### src/rtl/pong_pkg.sv
// Shared Pong constants and paddle FSM state encoding; also used by renderer and ball logic.
package pong_pkg;

  localparam int FIELD_H  = 240;
  localparam int PADDLE_H = 40;
  localparam int Y_MAX    = FIELD_H - PADDLE_H;
  localparam int Y_CTR    = Y_MAX / 2;

  typedef enum logic [1:0] {
    ST_IDLE = 2'd0,
    ST_UP   = 2'd1,
    ST_DOWN = 2'd2
  } axis_state_t;

endpackage

### src/rtl/paddle_axis.sv
// Single-player paddle axis: IDLE/UP/DOWN FSM, step divider, clamp and optional
// hold acceleration (enabled by defining PADDLE_ACCEL_EN).
module paddle_axis
  import pong_pkg::*;
#(
  parameter int POS_W      = 8,
  parameter int Y_CTR      = 100,
  parameter int Y_MAX      = 200,
  parameter int STEP       = 4,
  parameter int MOVE_DIV   = 2,
  parameter int ACCEL_HOLD = 25,
  parameter int ACCEL_STEP = 8
) (
  input  logic             clk,
  input  logic             rst,
  input  logic             clear,
  input  logic             freeze,
  input  logic             up,
  input  logic             down,
  output logic [POS_W-1:0] y,
  output logic             moving
);

  localparam int DIV_W = (MOVE_DIV > 1) ? $clog2(MOVE_DIV) : 1;
  localparam logic [DIV_W-1:0] DIV_LAST = DIV_W'(MOVE_DIV - 1);
  localparam logic [POS_W:0]   STEP_X   = (POS_W+1)'(STEP);
  localparam logic [POS_W:0]   Y_MAX_X  = (POS_W+1)'(Y_MAX);
  localparam logic [POS_W-1:0] Y_CTR_Y  = POS_W'(Y_CTR);

  axis_state_t state, state_nxt, req;
  logic [DIV_W-1:0] div_cnt, div_nxt, div_k;
  logic [POS_W-1:0] y_nxt;
  logic [POS_W:0]   y_ext, s;
  logic             entry;

`ifdef PADDLE_ACCEL_EN
  localparam int HOLD_W = $clog2(ACCEL_HOLD + 1);
  localparam logic [HOLD_W-1:0] HOLD_SAT     = HOLD_W'(ACCEL_HOLD);
  localparam logic [POS_W:0]    ACCEL_STEP_X = (POS_W+1)'(ACCEL_STEP);
  logic [HOLD_W-1:0] hold_cnt, hold_nxt, hold_k;

  always_ff @(posedge clk) begin
    if (!rst) hold_cnt <= '0;
    else      hold_cnt <= hold_nxt;
  end
`endif

  always_ff @(posedge clk) begin
    if (!rst) begin
      state   <= ST_IDLE;
      div_cnt <= '0;
      y       <= Y_CTR_Y;
    end else begin
      state   <= state_nxt;
      div_cnt <= div_nxt;
      y       <= y_nxt;
    end
  end

  always_comb begin
    req = ST_IDLE;
    if (up && !down)      req = ST_UP;
    else if (down && !up) req = ST_DOWN;
  end

  // A change of requested direction restarts the edge count, so the first
  // step of any new press (or reversal) lands on the sampling edge itself.
  assign entry = (req != state);
  assign div_k = entry ? '0 : div_cnt;
  assign y_ext = {1'b0, y};

`ifdef PADDLE_ACCEL_EN
  assign hold_k = entry ? '0 : hold_cnt;
  assign s      = (hold_k >= HOLD_SAT) ? ACCEL_STEP_X : STEP_X;
`else
  assign s      = STEP_X;
`endif

  always_comb begin
    state_nxt = state;
    div_nxt   = div_cnt;
    y_nxt     = y;
`ifdef PADDLE_ACCEL_EN
    hold_nxt  = hold_cnt;
`endif
    if (clear || freeze || req == ST_IDLE) begin
      state_nxt = ST_IDLE;
      div_nxt   = '0;
`ifdef PADDLE_ACCEL_EN
      hold_nxt  = '0;
`endif
      if (clear) y_nxt = Y_CTR_Y;
    end else begin
      state_nxt = req;
      div_nxt   = (div_k == DIV_LAST) ? '0 : DIV_W'(div_k + 1'b1);
`ifdef PADDLE_ACCEL_EN
      hold_nxt  = (hold_k == HOLD_SAT) ? hold_k : HOLD_W'(hold_k + 1'b1);
`endif
      // Clamp computed one bit wider than the position so it can never wrap.
      if (div_k == '0) begin
        if (req == ST_UP)
          y_nxt = POS_W'((y_ext < s) ? '0 : (y_ext - s));
        else
          y_nxt = POS_W'(((y_ext + s) > Y_MAX_X) ? Y_MAX_X : (y_ext + s));
      end
    end
  end

  assign moving = (state != ST_IDLE);

endmodule

### src/rtl/paddle_position_ctrl.sv
// Two-player paddle position controller: priority gating and two paddle_axis
// instances. Optional hold acceleration via macro PADDLE_ACCEL_EN.
module paddle_position_ctrl
  import pong_pkg::*;
#(
  parameter int POS_W      = 8,
  parameter int FIELD_H    = pong_pkg::FIELD_H,
  parameter int PADDLE_H   = pong_pkg::PADDLE_H,
  parameter int STEP       = 4,
  parameter int MOVE_DIV   = 2,
  parameter int ACCEL_HOLD = 25,
  parameter int ACCEL_STEP = 8
) (
  input  logic             clk,
  input  logic             rst,
  input  logic             game_run,
  input  logic             center,
  input  logic             up1,
  input  logic             down1,
  input  logic             up2,
  input  logic             down2,
  output logic [POS_W-1:0] paddle1_y,
  output logic [POS_W-1:0] paddle2_y,
  output logic             moving1,
  output logic             moving2
);

  localparam int Y_MAX_P = FIELD_H - PADDLE_H;
  localparam int Y_CTR_P = Y_MAX_P / 2;

  logic freeze, keys_en;

  assign freeze  = !game_run && !center;
  assign keys_en = game_run && !center;

  paddle_axis #(
    .POS_W(POS_W), .Y_CTR(Y_CTR_P), .Y_MAX(Y_MAX_P), .STEP(STEP),
    .MOVE_DIV(MOVE_DIV), .ACCEL_HOLD(ACCEL_HOLD), .ACCEL_STEP(ACCEL_STEP)
  ) u_axis1 (
    .clk(clk), .rst(rst), .clear(center), .freeze(freeze),
    .up(up1 && keys_en), .down(down1 && keys_en),
    .y(paddle1_y), .moving(moving1)
  );

  paddle_axis #(
    .POS_W(POS_W), .Y_CTR(Y_CTR_P), .Y_MAX(Y_MAX_P), .STEP(STEP),
    .MOVE_DIV(MOVE_DIV), .ACCEL_HOLD(ACCEL_HOLD), .ACCEL_STEP(ACCEL_STEP)
  ) u_axis2 (
    .clk(clk), .rst(rst), .clear(center), .freeze(freeze),
    .up(up2 && keys_en), .down(down2 && keys_en),
    .y(paddle2_y), .moving(moving2)
  );

endmodule

### config.mk
export PLATFORM = sky130hd
export DESIGN_NAME = paddle_position_ctrl
export DESIGN_NICKNAME = d
export VERILOG_FILES = /design/src/rtl/pong_pkg.sv /design/src/rtl/paddle_axis.sv /design/src/rtl/paddle_position_ctrl.sv
export SDC_FILE = /design/constraint.sdc
export NUM_CORES = 1
export LEC_CHECK = 0
export BUFFER_PORTS_ARGS = -buffer_cell sky130_fd_sc_hd__buf_2
export CAP_MARGIN = 5
export CORE_MARGIN = 4
export CORE_UTILIZATION = 45
export CTS_CLUSTER_DIAMETER = 120
export DETAILED_ROUTE_END_ITERATION = 10
export PLACE_DENSITY = 0.7
export SLEW_MARGIN = 20
export SYNTH_ARGS = -nofsm -noshare
export SYNTH_HDL_FRONTEND = slang
export SYNTH_SLANG_ARGS = --single-unit
### constraint.sdc
create_clock -name clk -period 3.04 [get_ports clk]
set_input_delay 0.608 -clock clk [delete_from_list [all_inputs] [get_ports clk]]
set_output_delay 0.608 -clock clk [all_outputs]
set_load 0.01 [all_outputs]
==> results.yml <==
logic_synthesis:
  netlist_area_mm2: 0.00154
  yosysTopAreaCellShare_pct: 23.3
  yosysSeqAreaShare_pct: 23.3
  ys_ff_latch: 18
  synthTopCellsByArea: "dfxtp_1, ha_1, nand2_1"
  yosysUniqueCellTypes: 60
  yosysWarnings: 0
  avgSynthCellArea_um2: 7.72
  yosys.area.top_type: "dfxtp_1"
  syn_inst: 200
  synth_commonest_cells: "nand2_1, dfxtp_1, inv_1"
  yosysMostFrequentCell: "nand2_1"
  synth_edf_count: 0
  synthArstFlopShare_pct: 0
  ys.flop_type: "dfxtp_1"
cells_and_area:
  drive_gt1_share_pct: 19.8
  multiInputGateArea_mm2: 0.00108
  area_growth_pct: 10.5
  fill_cells: 357
  design_area_mm2: 0.00171
  regArea_um2: 360
  final_core_util_pct: 51.1
  diodes: 0
  fin_nets: 236
clock_tree:
  tritoncts: "done"
  postCtsHoldBufs: 0
  worstSkewPairLatency_ns: 0.30
  post_cts_resized: 0
  clockBufferDepth: 2
  h-tree-depth: 1
  postCtsSetupBuffers: 0
  clk_pin_slew_ns: 0.10
  cts_root_buf: "clkbuf_4"
  clock_sinks: 18
  cts_buffers: 3
worst_hold_path:
  min-delay-start: "rst"
  hp-class: "input port to flop"
  whs_path_depth: 2
  min_to: "u_axis2.y[6]"
worst_setup_path:
  rr_endpoint: "u_axis2.y[4]"
  cp_max_fo: 7
  cp-start-kind: "input port"
  r2r_start: "u_axis2.y[2]"
  cp.arrival_ns: 2.64
  critPathKind: "input port to flop"
  worstRegToRegCells: 9
  endpoint_kind: "flop"
  cp.required_ns: 3.23
  rrSetupSlack_ns: 0.60
sta:
  timing.fmax_ghz: 0.407
  finClkSkew_ns: 0.00143
  rsz0062_at_grt: "no"
  min_period_over_period_pct: 80.8
  slew_violations: 0
  setup_violations: 0
  holdWs_ns: 0.532
  fin_ws_ns: 0.582
  final.setup.tns_ns: 0
  finalHoldViolCount: 0
  post-route-min-period_ns: 2.46
routing:
  dr.first_iter.drc_count: 142
  wirelength_um: 3440
  ant_nets: 0
  avgViaCountPerCell: 5.56
  drc: 0
  routedWlPerCell_um: 13.1
  vias: 1462
  first_pass_iters: 4
die:
  fp.dieW_um: 66.6
  io_pins: 26
  chipHeight_um: 66.6
  core_area_mm2: 0.00334
  rows: 21
  start_util_pct: 46.3
  die_area_mm2: 0.00443
grt:
  grt_pass1_vias: 1273
  antenna_found_initial: 0
  track_usage_pct: 16.8
  grt_pass1_wl_um: 5930
  grt_max_degree: 16
  grt_overflow: 0
placed_design:
  gp_congestion: 0.827
  place_ws_ns: 0.237
  place_area_mm2: 0.00167
  port_buffers: 21
  post-dp-hpwl_um: 2670
power:
  leakage_nw: 0.633
  cellPowerDensity_mw_per_mm2: 275
  vdd_drop_max_mv: 0.151
run_status:
  status: "completed"
flow_run:
  max-cap-violations: 0
[layout by cell type, fill, tap and decap left out, types with 5 or more instances in the layout]
| master | netlist | layout |
|---|---|---|
| nor3_1 | 6 | 6 |
| buf_2 | 3 | 21 |
| nor2_1 | 10 | 10 |
| nand2_1 | 25 | 25 |
| o21ai_0 | 5 | 5 |
| a21oi_1 | 10 | 10 |
| ha_1 | 10 | 10 |
| inv_1 | 12 | 12 |
| xnor2_1 | 6 | 6 |
| nand3_1 | 6 | 6 |
| dfxtp_1 | 18 | 18 |
| o31ai_1 | 6 | 6 |
[metal layers]
layer	vias up	track usage [%]	part of all wire [%]
li1	755	-	-
met1	658	22.4	47
met2	43	26.9	47
met3	6	2.19	4.5
met4	0	7.61	1.5
met5	-	0	0
[worst max-delay path: stages]
cell	delay, ns
buf_2	0.13
nor2b_1	0.32
and2_1	0.21
inv_1	0.05
ha_1	0.21
xnor2_1	0.12
and3_1	0.23
nor3b_2	0.30
nor2_1	0.13
a211oi_1	0.25
a21oi_1	0.09
[sequential cells by signal (all words and copies together) (netlist names)]
register and cells:
u_axis1.y 6, u_axis2.y 6, u_axis1.state 2, u_axis2.state 2
u_axis1.div_cnt 1, u_axis2.div_cnt 1
[how the worst max path moves through the flow]
stage,start,to,slack [ns],depth (start not counted)
2_1_floorplan,game_run,u_axis2.y[7],0.63,9
3_3_place_gp,center,u_axis2.y[3],0.36,11
3_5_place_dp,center,u_axis2.y[3],0.24,11
4_1_cts,center,u_axis2.y[3],0.54,11
5_1_grt,center,u_axis2.y[3],0.37,11
6_report,center,u_axis2.y[3],0.58,11
[cells by family after synthesis]
logic type	after synthesis	synth area share (%)
and+or+nand+nor	82	29.5
AOI/OAI and AO/OA	53	25.4
buffers and inverters	26	7.54
DFF	18	23.3
adders and majority gates	10	8.10
xor gates and xnor gates	8	4.54
muxes	2	1.38
other	1	0.243
[per-stage QoR]
step	instances	power (mW)
6_report	263	0.469
5_1_grt	263	0.496
4_1_cts	263	0.475
3_5_place_dp	259	0.325
3_3_place_gp	259	0.325
2_1_floorplan	203	0.305
[layout make-up]
cell class	instances	area share, %
clock buffer	4	2.13
inverter	12	2.64
tap	46	3.37
multi-input combinational	159	63.2
timing repair buffer	24	7.48
sequential	18	21.1
[where the power goes]
part	internal (mW)	switching, mW	total [mW]
registers	0.240	0.00740	0.247
clock network	0.0731	0.0766	0.150
logic	0.0286	0.0438	0.0724
total	0.341	0.128	0.469
Note: power is estimated with default switching activity, not from simulation.
